### src/rtl/muldiv_sequencer_if.sv
// Start/operand request and Hi/Lo result bundle between the control unit and the mul/div sequencer.
// Names take the sequencer's view: i_ is driven by the control unit and o_ by the sequencer.
interface muldiv_sequencer_if #(
  parameter int WIDTH = 32
);
  logic             i_start_mult;
  logic             i_start_div;
  logic [WIDTH-1:0] i_op_a;
  logic [WIDTH-1:0] i_op_b;
  logic             o_busy;
  logic             o_done;
  logic             o_div_zero;
  logic [WIDTH-1:0] o_hi_result;
  logic [WIDTH-1:0] o_lo_result;
  logic             o_hi_sel;
  logic             o_lo_sel;
  logic             o_hi_write;
  logic             o_lo_write;

  modport master (
    output i_start_mult, i_start_div, i_op_a, i_op_b,
    input  o_busy, o_done, o_div_zero, o_hi_result, o_lo_result,
           o_hi_sel, o_lo_sel, o_hi_write, o_lo_write
  );

  modport slave (
    input  i_start_mult, i_start_div, i_op_a, i_op_b,
    output o_busy, o_done, o_div_zero, o_hi_result, o_lo_result,
           o_hi_sel, o_lo_sel, o_hi_write, o_lo_write
  );
endinterface

### src/rtl/muldiv_sequencer.sv
// Iterative signed Booth multiply / restoring divide with Hi/Lo write sequencing; WIDTH+1 cycles (1 on divide-by-zero).
// No backpressure: starts are taken only in IDLE and anything arriving while busy is dropped.
module muldiv_sequencer #(
  parameter int WIDTH = 32
) (
  input  logic               i_clk,
  input  logic               i_reset,
  muldiv_sequencer_if.slave  bus
);
  localparam int CW = $clog2(WIDTH);

  typedef enum logic [2:0] {
    S_IDLE,
    S_MULT,
    S_DIV,
    S_WRITE,
    S_DZERO
  } state_t;

  state_t           r_state, w_state_nxt;
  logic [CW-1:0]    r_cnt, w_cnt_nxt;
  logic [WIDTH:0]   r_acc, w_acc_nxt;
  logic [WIDTH-1:0] r_q, w_q_nxt;
  logic             r_bb, w_bb_nxt;
  logic [WIDTH-1:0] r_m, w_m_nxt;
  logic             r_qsign, w_qsign_nxt;
  logic             r_rsign, w_rsign_nxt;
  logic             r_sel, w_sel_nxt;
  logic [WIDTH-1:0] r_hi, w_hi_nxt;
  logic [WIDTH-1:0] r_lo, w_lo_nxt;

  logic [WIDTH:0]     w_m_ext;
  logic [WIDTH:0]     w_booth_sum;
  logic [2*WIDTH+1:0] w_booth_shr;
  logic [WIDTH:0]     w_rem_shl;
  logic               w_rem_ge;
  logic [WIDTH-1:0]   w_rem_sub;
  logic [WIDTH-1:0]   w_rem_new;
  logic [WIDTH-1:0]   w_q_div;
  logic [WIDTH-1:0]   w_abs_a;
  logic [WIDTH-1:0]   w_abs_b;
  logic               w_last;

  // Accumulator carries one extra sign bit so that negating INT_MIN cannot overflow.
  assign w_m_ext = {r_m[WIDTH-1], r_m};

  always_comb begin
    w_booth_sum = r_acc;
    case ({r_q[0], r_bb})
      2'b01:   w_booth_sum = r_acc + w_m_ext;
      2'b10:   w_booth_sum = r_acc - w_m_ext;
      default: w_booth_sum = r_acc;
    endcase
  end

  assign w_booth_shr = $signed({w_booth_sum, r_q, r_bb}) >>> 1;

  // Restoring step: r_acc low half is the partial remainder, r_q shifts dividend out and quotient in.
  assign w_rem_shl = {r_acc[WIDTH-1:0], r_q[WIDTH-1]};
  assign w_rem_ge  = (w_rem_shl >= {1'b0, r_m});
  assign w_rem_sub = w_rem_shl[WIDTH-1:0] - r_m;
  assign w_rem_new = w_rem_ge ? w_rem_sub : w_rem_shl[WIDTH-1:0];
  assign w_q_div   = {r_q[WIDTH-2:0], w_rem_ge};

  assign w_abs_a = bus.i_op_a[WIDTH-1] ? -bus.i_op_a : bus.i_op_a;
  assign w_abs_b = bus.i_op_b[WIDTH-1] ? -bus.i_op_b : bus.i_op_b;
  assign w_last  = (r_cnt == CW'(WIDTH - 1));

  always_comb begin
    w_state_nxt = r_state;
    w_cnt_nxt   = r_cnt;
    w_acc_nxt   = r_acc;
    w_q_nxt     = r_q;
    w_bb_nxt    = r_bb;
    w_m_nxt     = r_m;
    w_qsign_nxt = r_qsign;
    w_rsign_nxt = r_rsign;
    w_sel_nxt   = r_sel;
    w_hi_nxt    = r_hi;
    w_lo_nxt    = r_lo;
    case (r_state)
      S_IDLE: begin
        if (bus.i_start_mult) begin
          w_m_nxt     = bus.i_op_a;
          w_q_nxt     = bus.i_op_b;
          w_acc_nxt   = '0;
          w_bb_nxt    = 1'b0;
          w_cnt_nxt   = '0;
          w_sel_nxt   = 1'b1;
          w_state_nxt = S_MULT;
        end else if (bus.i_start_div) begin
          w_m_nxt     = w_abs_b;
          w_q_nxt     = w_abs_a;
          w_acc_nxt   = '0;
          w_cnt_nxt   = '0;
          w_qsign_nxt = bus.i_op_a[WIDTH-1] ^ bus.i_op_b[WIDTH-1];
          w_rsign_nxt = bus.i_op_a[WIDTH-1];
          w_sel_nxt   = 1'b0;
          w_state_nxt = (bus.i_op_b == '0) ? S_DZERO : S_DIV;
        end
      end
      S_MULT: begin
        w_acc_nxt = w_booth_shr[2*WIDTH+1:WIDTH+1];
        w_q_nxt   = w_booth_shr[WIDTH:1];
        w_bb_nxt  = w_booth_shr[0];
        w_cnt_nxt = r_cnt + 1'b1;
        if (w_last) begin
          w_hi_nxt    = w_booth_shr[2*WIDTH:WIDTH+1];
          w_lo_nxt    = w_booth_shr[WIDTH:1];
          w_state_nxt = S_WRITE;
        end
      end
      S_DIV: begin
        w_acc_nxt = {1'b0, w_rem_new};
        w_q_nxt   = w_q_div;
        w_cnt_nxt = r_cnt + 1'b1;
        if (w_last) begin
          w_hi_nxt    = r_rsign ? -w_rem_new : w_rem_new;
          w_lo_nxt    = r_qsign ? -w_q_div : w_q_div;
          w_state_nxt = S_WRITE;
        end
      end
      S_WRITE: w_state_nxt = S_IDLE;
      S_DZERO: w_state_nxt = S_IDLE;
      default: w_state_nxt = S_IDLE;
    endcase
  end

  always_ff @(posedge i_clk or negedge i_reset) begin
    if (!i_reset) begin
      r_state <= S_IDLE;
      r_cnt   <= '0;
      r_acc   <= '0;
      r_q     <= '0;
      r_bb    <= 1'b0;
      r_m     <= '0;
      r_qsign <= 1'b0;
      r_rsign <= 1'b0;
      r_sel   <= 1'b0;
      r_hi    <= '0;
      r_lo    <= '0;
    end else begin
      r_state <= w_state_nxt;
      r_cnt   <= w_cnt_nxt;
      r_acc   <= w_acc_nxt;
      r_q     <= w_q_nxt;
      r_bb    <= w_bb_nxt;
      r_m     <= w_m_nxt;
      r_qsign <= w_qsign_nxt;
      r_rsign <= w_rsign_nxt;
      r_sel   <= w_sel_nxt;
      r_hi    <= w_hi_nxt;
      r_lo    <= w_lo_nxt;
    end
  end

  assign bus.o_busy      = (r_state != S_IDLE);
  assign bus.o_done      = (r_state == S_WRITE) || (r_state == S_DZERO);
  assign bus.o_div_zero  = (r_state == S_DZERO);
  assign bus.o_hi_write  = (r_state == S_WRITE);
  assign bus.o_lo_write  = (r_state == S_WRITE);
  assign bus.o_hi_sel    = r_sel;
  assign bus.o_lo_sel    = r_sel;
  assign bus.o_hi_result = r_hi;
  assign bus.o_lo_result = r_lo;
endmodule

### src/flat_wrapper.sv
// flat-port wrapper written by rule: the top's interface ports become plain ports
module muldiv_sequencer_flat 
#(
  parameter int WIDTH = 32
)
  (i_clk, i_reset, bus_i_start_mult, bus_i_start_div, bus_i_op_a, bus_i_op_b, bus_o_busy, bus_o_done, bus_o_div_zero, bus_o_hi_result, bus_o_lo_result, bus_o_hi_sel, bus_o_lo_sel, bus_o_hi_write, bus_o_lo_write);
  muldiv_sequencer_if #(.WIDTH(WIDTH)) bus_i ();
  input  logic i_clk;
  input  logic i_reset;
  input wire logic [$bits(bus_i.i_start_mult)-1:0] bus_i_start_mult;
  input wire logic [$bits(bus_i.i_start_div)-1:0] bus_i_start_div;
  input wire logic [$bits(bus_i.i_op_a)-1:0] bus_i_op_a;
  input wire logic [$bits(bus_i.i_op_b)-1:0] bus_i_op_b;
  output wire logic [$bits(bus_i.o_busy)-1:0] bus_o_busy;
  output wire logic [$bits(bus_i.o_done)-1:0] bus_o_done;
  output wire logic [$bits(bus_i.o_div_zero)-1:0] bus_o_div_zero;
  output wire logic [$bits(bus_i.o_hi_result)-1:0] bus_o_hi_result;
  output wire logic [$bits(bus_i.o_lo_result)-1:0] bus_o_lo_result;
  output wire logic [$bits(bus_i.o_hi_sel)-1:0] bus_o_hi_sel;
  output wire logic [$bits(bus_i.o_lo_sel)-1:0] bus_o_lo_sel;
  output wire logic [$bits(bus_i.o_hi_write)-1:0] bus_o_hi_write;
  output wire logic [$bits(bus_i.o_lo_write)-1:0] bus_o_lo_write;
  assign bus_i.i_start_mult = bus_i_start_mult;
  assign bus_i.i_start_div = bus_i_start_div;
  assign bus_i.i_op_a = bus_i_op_a;
  assign bus_i.i_op_b = bus_i_op_b;
  assign bus_o_busy = bus_i.o_busy;
  assign bus_o_done = bus_i.o_done;
  assign bus_o_div_zero = bus_i.o_div_zero;
  assign bus_o_hi_result = bus_i.o_hi_result;
  assign bus_o_lo_result = bus_i.o_lo_result;
  assign bus_o_hi_sel = bus_i.o_hi_sel;
  assign bus_o_lo_sel = bus_i.o_lo_sel;
  assign bus_o_hi_write = bus_i.o_hi_write;
  assign bus_o_lo_write = bus_i.o_lo_write;
  muldiv_sequencer #(.WIDTH(WIDTH)) u_core (.i_clk(i_clk), .i_reset(i_reset), .bus(bus_i));
endmodule
### config.mk
export PLATFORM = sky130hd
export DESIGN_NAME = muldiv_sequencer_flat
export DESIGN_NICKNAME = d
export VERILOG_FILES = /design/src/rtl/muldiv_sequencer_if.sv /design/src/rtl/muldiv_sequencer.sv /design/src/flat_wrapper.sv
export SDC_FILE = /design/constraint.sdc
export NUM_CORES = 1
export LEC_CHECK = 0
export ABC_CLOCK_PERIOD_IN_PS = 6840
export CORE_UTILIZATION = 35
export DETAILED_ROUTE_END_ITERATION = 7
export PLACE_DENSITY = 0.54
export SLEW_MARGIN = 20
export SYNTH_ARGS = -nofsm -noshare
export SYNTH_HDL_FRONTEND = slang
export SYNTH_SLANG_ARGS = --single-unit
export TNS_END_PERCENT = 1
### constraint.sdc
create_clock -name i_clk -period 6.84 [get_ports i_clk]
set_input_delay 1.368 -clock i_clk [delete_from_list [all_inputs] [get_ports i_clk]]
set_output_delay 1.368 -clock i_clk [all_outputs]
set_load 0.01 [all_outputs]
==> results.toml <==
[run_status]
run_status = "complete, no violations"

[setup_path]
crit_required_ps = 7190
worst-r2r-setup-slack_ps = 1220
critical_path_peak_fanout = 5
timing.critical_path.from_type = "flip-flop"
critPathLaunch = "u_core.r_m[4]"
reg2reg_capture_point = "u_core.bus.o_hi_result[31]"
crit-reg2reg-launch = "u_core.r_m[4]"
reg2regPathDepth = 20
capturing_instance_or_port_of_the_critical_path = "u_core.bus.o_hi_result[31]"
cp_data_arrival_time_ps = 5970
sort_of_element_at_the_end_of_the_critical_path = "flip-flop"
type_of_the_worst_setup_path = "flip-flop to flip-flop"

[logic_synthesis]
synth.yosys.seq_area_share = 0.2683
synthesis.instances = 2104
synth-async-reset-ratio = 1.000
synthesis.nets = 2246
synth-main-ff-cell = "sky130_fd_sc_hd__dfrtp_1"
netlist.top_cell.by_area = "sky130_fd_sc_hd__dfrtp_1"
commonest_cells_in_the_synthesized_netlist = "sky130_fd_sc_hd__nand2_1, sky130_fd_sc_hd__o21ai_0, sky130_fd_sc_hd__dfrtp_1"
synth.lib_cells_used.distinct = 84
synth_largest_type_area_fraction = 0.2683
synth_edf_count = 0
yosys-top-cells-area = "sky130_fd_sc_hd__dfrtp_1, sky130_fd_sc_hd__o21ai_0, sky130_fd_sc_hd__nand2_1"
ys_warns = 0
ys_seq_elements = 173
synth_area_sq_um = 16140
syn_avg_cell_area_sq_um = 7.670
synthMostInstantiatedCell = "sky130_fd_sc_hd__nand2_1"

[finish]
number_of_diodes_added_for_antenna_fixing = 0
layout-area-overhead-vs-synth_pct = 15.39
final_cells = 2769
postLayoutCellArea_sq_um = 18620
final.fill_count = 4668
layout.core_utilization = 0.4103
num-nets-final = 2298
ratio_of_cells_with_drive_above_1_in_the_final_layout = 0.05486

[clocking]
post_cts.repair.setup_buffers = 0
cts-htree-levels = 4
cts_num_sinks = 173
post_cts.resized_instances = 0
tritoncts.num_buffers = 17
cts_tree = "done"
insertion_delay_ps = 480
clock-root-buffer = "sky130_fd_sc_hd__clkbuf_16"
ctsHoldBuffers = 0
clock_transition_at_the_register_clock_pins_on_the_worst_setup_and_hold_paths_after_cts_ps = 80
buffer_levels_on_the_longest_clock_path = 2

[power_and_ir_drop]
p_per_area_nw_per_um2 = 593.7
vdd_drop_max_mv = 0.2264
report.power.total_w = 0.01106
p_leak_nw = 7.535

[place]
placement.cell_area_sq_um = 18020
place.detailed.hpwl_microns = 50930
buffer_ports.inserted = 138
place_congestion = 1.004
place_inst = 2737

[detailed_routing]
total_number_of_vias = 16760
drt-vias-per-instance = 6.052
dr.pass1.iters = 6
postRouteWirelength_microns = 65270
detailedRoute.firstIterationViolations = 1798
drt-wirelength-per-cell_microns = 23.57
drc = 0
antenna_left = 0

[timing]
min_period_over_period = 0.8216
fmax_mhz = 178.0
final-max-slew-violation-count = 0
tightest_slew_ps = 993.7
hold_viol = 0
final_period_minus_worst_setup_slack_ps = 5619
fin_skew_ps = 12.46
grt_setup_unrepaired = "no"
setup_viol = 0
worst_slew_margin_rel = 0.3375
timing.setup.tns_ps = 0

[die]
starting_density_of_the_core = 0.3556
ios = 139
fp.coreArea_sq_um = 45380
row_count = 78
die_width_microns = 216.7
dieArea_sq_um = 46970
die_y_microns = 216.7

[job]
max_cap_violations = 0

[global_routing]
grt_overflow = 0
grt_start_max_net_pins = 88
first_global_vias = 16100
grt_pass1_wl_microns = 99500
antenna_violations_before_repair = 4
grt.total_usage = 0.2787

[worst_hold_path]
hp_class = "flip-flop to flip-flop"
[through the flow]
stage / hold slack (ps) / setup slack, ps
2_1_floorplan: 464.9 / 2015
3_3_place_gp: 468.1 / 1220
3_5_place_dp: 473.9 / 1192
4_1_cts: 491.1 / 1237
5_1_grt: 506.1 / 872.5
6_report: 485.2 / 1221
[critical path, stage by stage (launching register included)]
cell	delay [ps]
sky130_fd_sc_hd__dfrtp_1	440
sky130_fd_sc_hd__nor3_1	430
sky130_fd_sc_hd__nand2_1	140
sky130_fd_sc_hd__nor3_1	520
sky130_fd_sc_hd__and3_1	400
sky130_fd_sc_hd__nand2_1	110
sky130_fd_sc_hd__nor3_1	150
sky130_fd_sc_hd__nor2_1	70
sky130_fd_sc_hd__xnor2_1	340
sky130_fd_sc_hd__ha_1	360
sky130_fd_sc_hd__a21o_1	210
sky130_fd_sc_hd__a21o_1	170
sky130_fd_sc_hd__a21oi_1	320
sky130_fd_sc_hd__nand2_1	80
sky130_fd_sc_hd__o21ai_0	350
sky130_fd_sc_hd__o31ai_1	210
sky130_fd_sc_hd__a21oi_1	190
sky130_fd_sc_hd__o221ai_1	330
sky130_fd_sc_hd__xnor2_1	410
sky130_fd_sc_hd__o32a_1	190
sky130_fd_sc_hd__nand2_1	60
[power by group]
group / switching, W / internal [W] / leakage [nW]
registers: 0.000611 / 0.00132 / 2.26
logic: 0.00518 / 0.00291 / 4.99
clock network: 0.000514 / 0.000523 / 0.285
[routing by layer]
layer  global-route usage  vias to the layer above  wire length [microns]
li1                     -                     7843                      -
met3              0.04095                      100                   4119
met2               0.4349                      614                  28960
met5                    0                        -                     52
met4               0.1059                        8                   2382
met1               0.3876                     8193                  29750
[flip-flops by register name, indices dropped and copies added, names as in the netlist]
name                    count
u_core.bus.o_hi_result     32
u_core.bus.o_hi_sel         1
u_core.bus.o_lo_result     32
u_core.r_acc               33
u_core.r_bb                 1
u_core.r_cnt                5
u_core.r_m                 32
u_core.r_q                 32
u_core.r_qsign              1
u_core.r_rsign              1
u_core.r_state              3
[kinds of logic after synthesis]
| logic type | count (synthesis) | share of synthesized area |
|---|---|---|
| xor+xnor | 183 | 0.09932 |
| flops | 173 | 0.2683 |
| buf+inv | 210 | 0.05001 |
| fa+ha+maj | 74 | 0.05830 |
| compound gates | 747 | 0.3023 |
| mux | 35 | 0.02248 |
| simple gates | 682 | 0.1993 |
[worst min path at each step]
stage | startpoint | endpoint | slack (ps) | cells after the start
after detailed placement | u_core.bus.o_lo_result[5] | u_core.bus.o_lo_result[5] | 470 | 2
after floorplan | u_core.r_cnt[2] | u_core.r_cnt[2] | 460 | 1
after global placement | u_core.bus.o_lo_result[5] | u_core.bus.o_lo_result[5] | 470 | 2
final | u_core.bus.o_lo_result[5] | u_core.bus.o_lo_result[5] | 490 | 2
after global routing | u_core.bus.o_lo_result[13] | u_core.bus.o_lo_result[13] | 510 | 2
after CTS | u_core.bus.o_lo_result[4] | u_core.bus.o_lo_result[4] | 490 | 2
[cells in the final DEF, fill, tap and decap left out, types with 46 or more instances in the layout]
cell type                           n
sky130_fd_sc_hd__nand3_1           46
sky130_fd_sc_hd__nor2_1           170
sky130_fd_sc_hd__o21ai_0          223
sky130_fd_sc_hd__a21oi_1          161
sky130_fd_sc_hd__dfrtp_1          173
sky130_fd_sc_hd__xor2_1            79
sky130_fd_sc_hd__clkdlybuf4s50_1  136
sky130_fd_sc_hd__inv_1             69
sky130_fd_sc_hd__nand2_1          257
sky130_fd_sc_hd__ha_1              71
sky130_fd_sc_hd__xnor2_1          104
[final cells by class]
class | count | area, sq um | area share
Multi-Input combinational cell | 1721 | 11030 | 0.5922
Timing Repair Buffer | 172 | 1645 | 0.08836
Clock inverter | 15 | 176.4 | 0.009474
Tap cell | 600 | 750.7 | 0.04031
Sequential cell | 173 | 4329 | 0.2325
Clock buffer | 17 | 425.4 | 0.02284
Inverter | 71 | 266.5 | 0.01431
(Power assumes the default switching activity.)
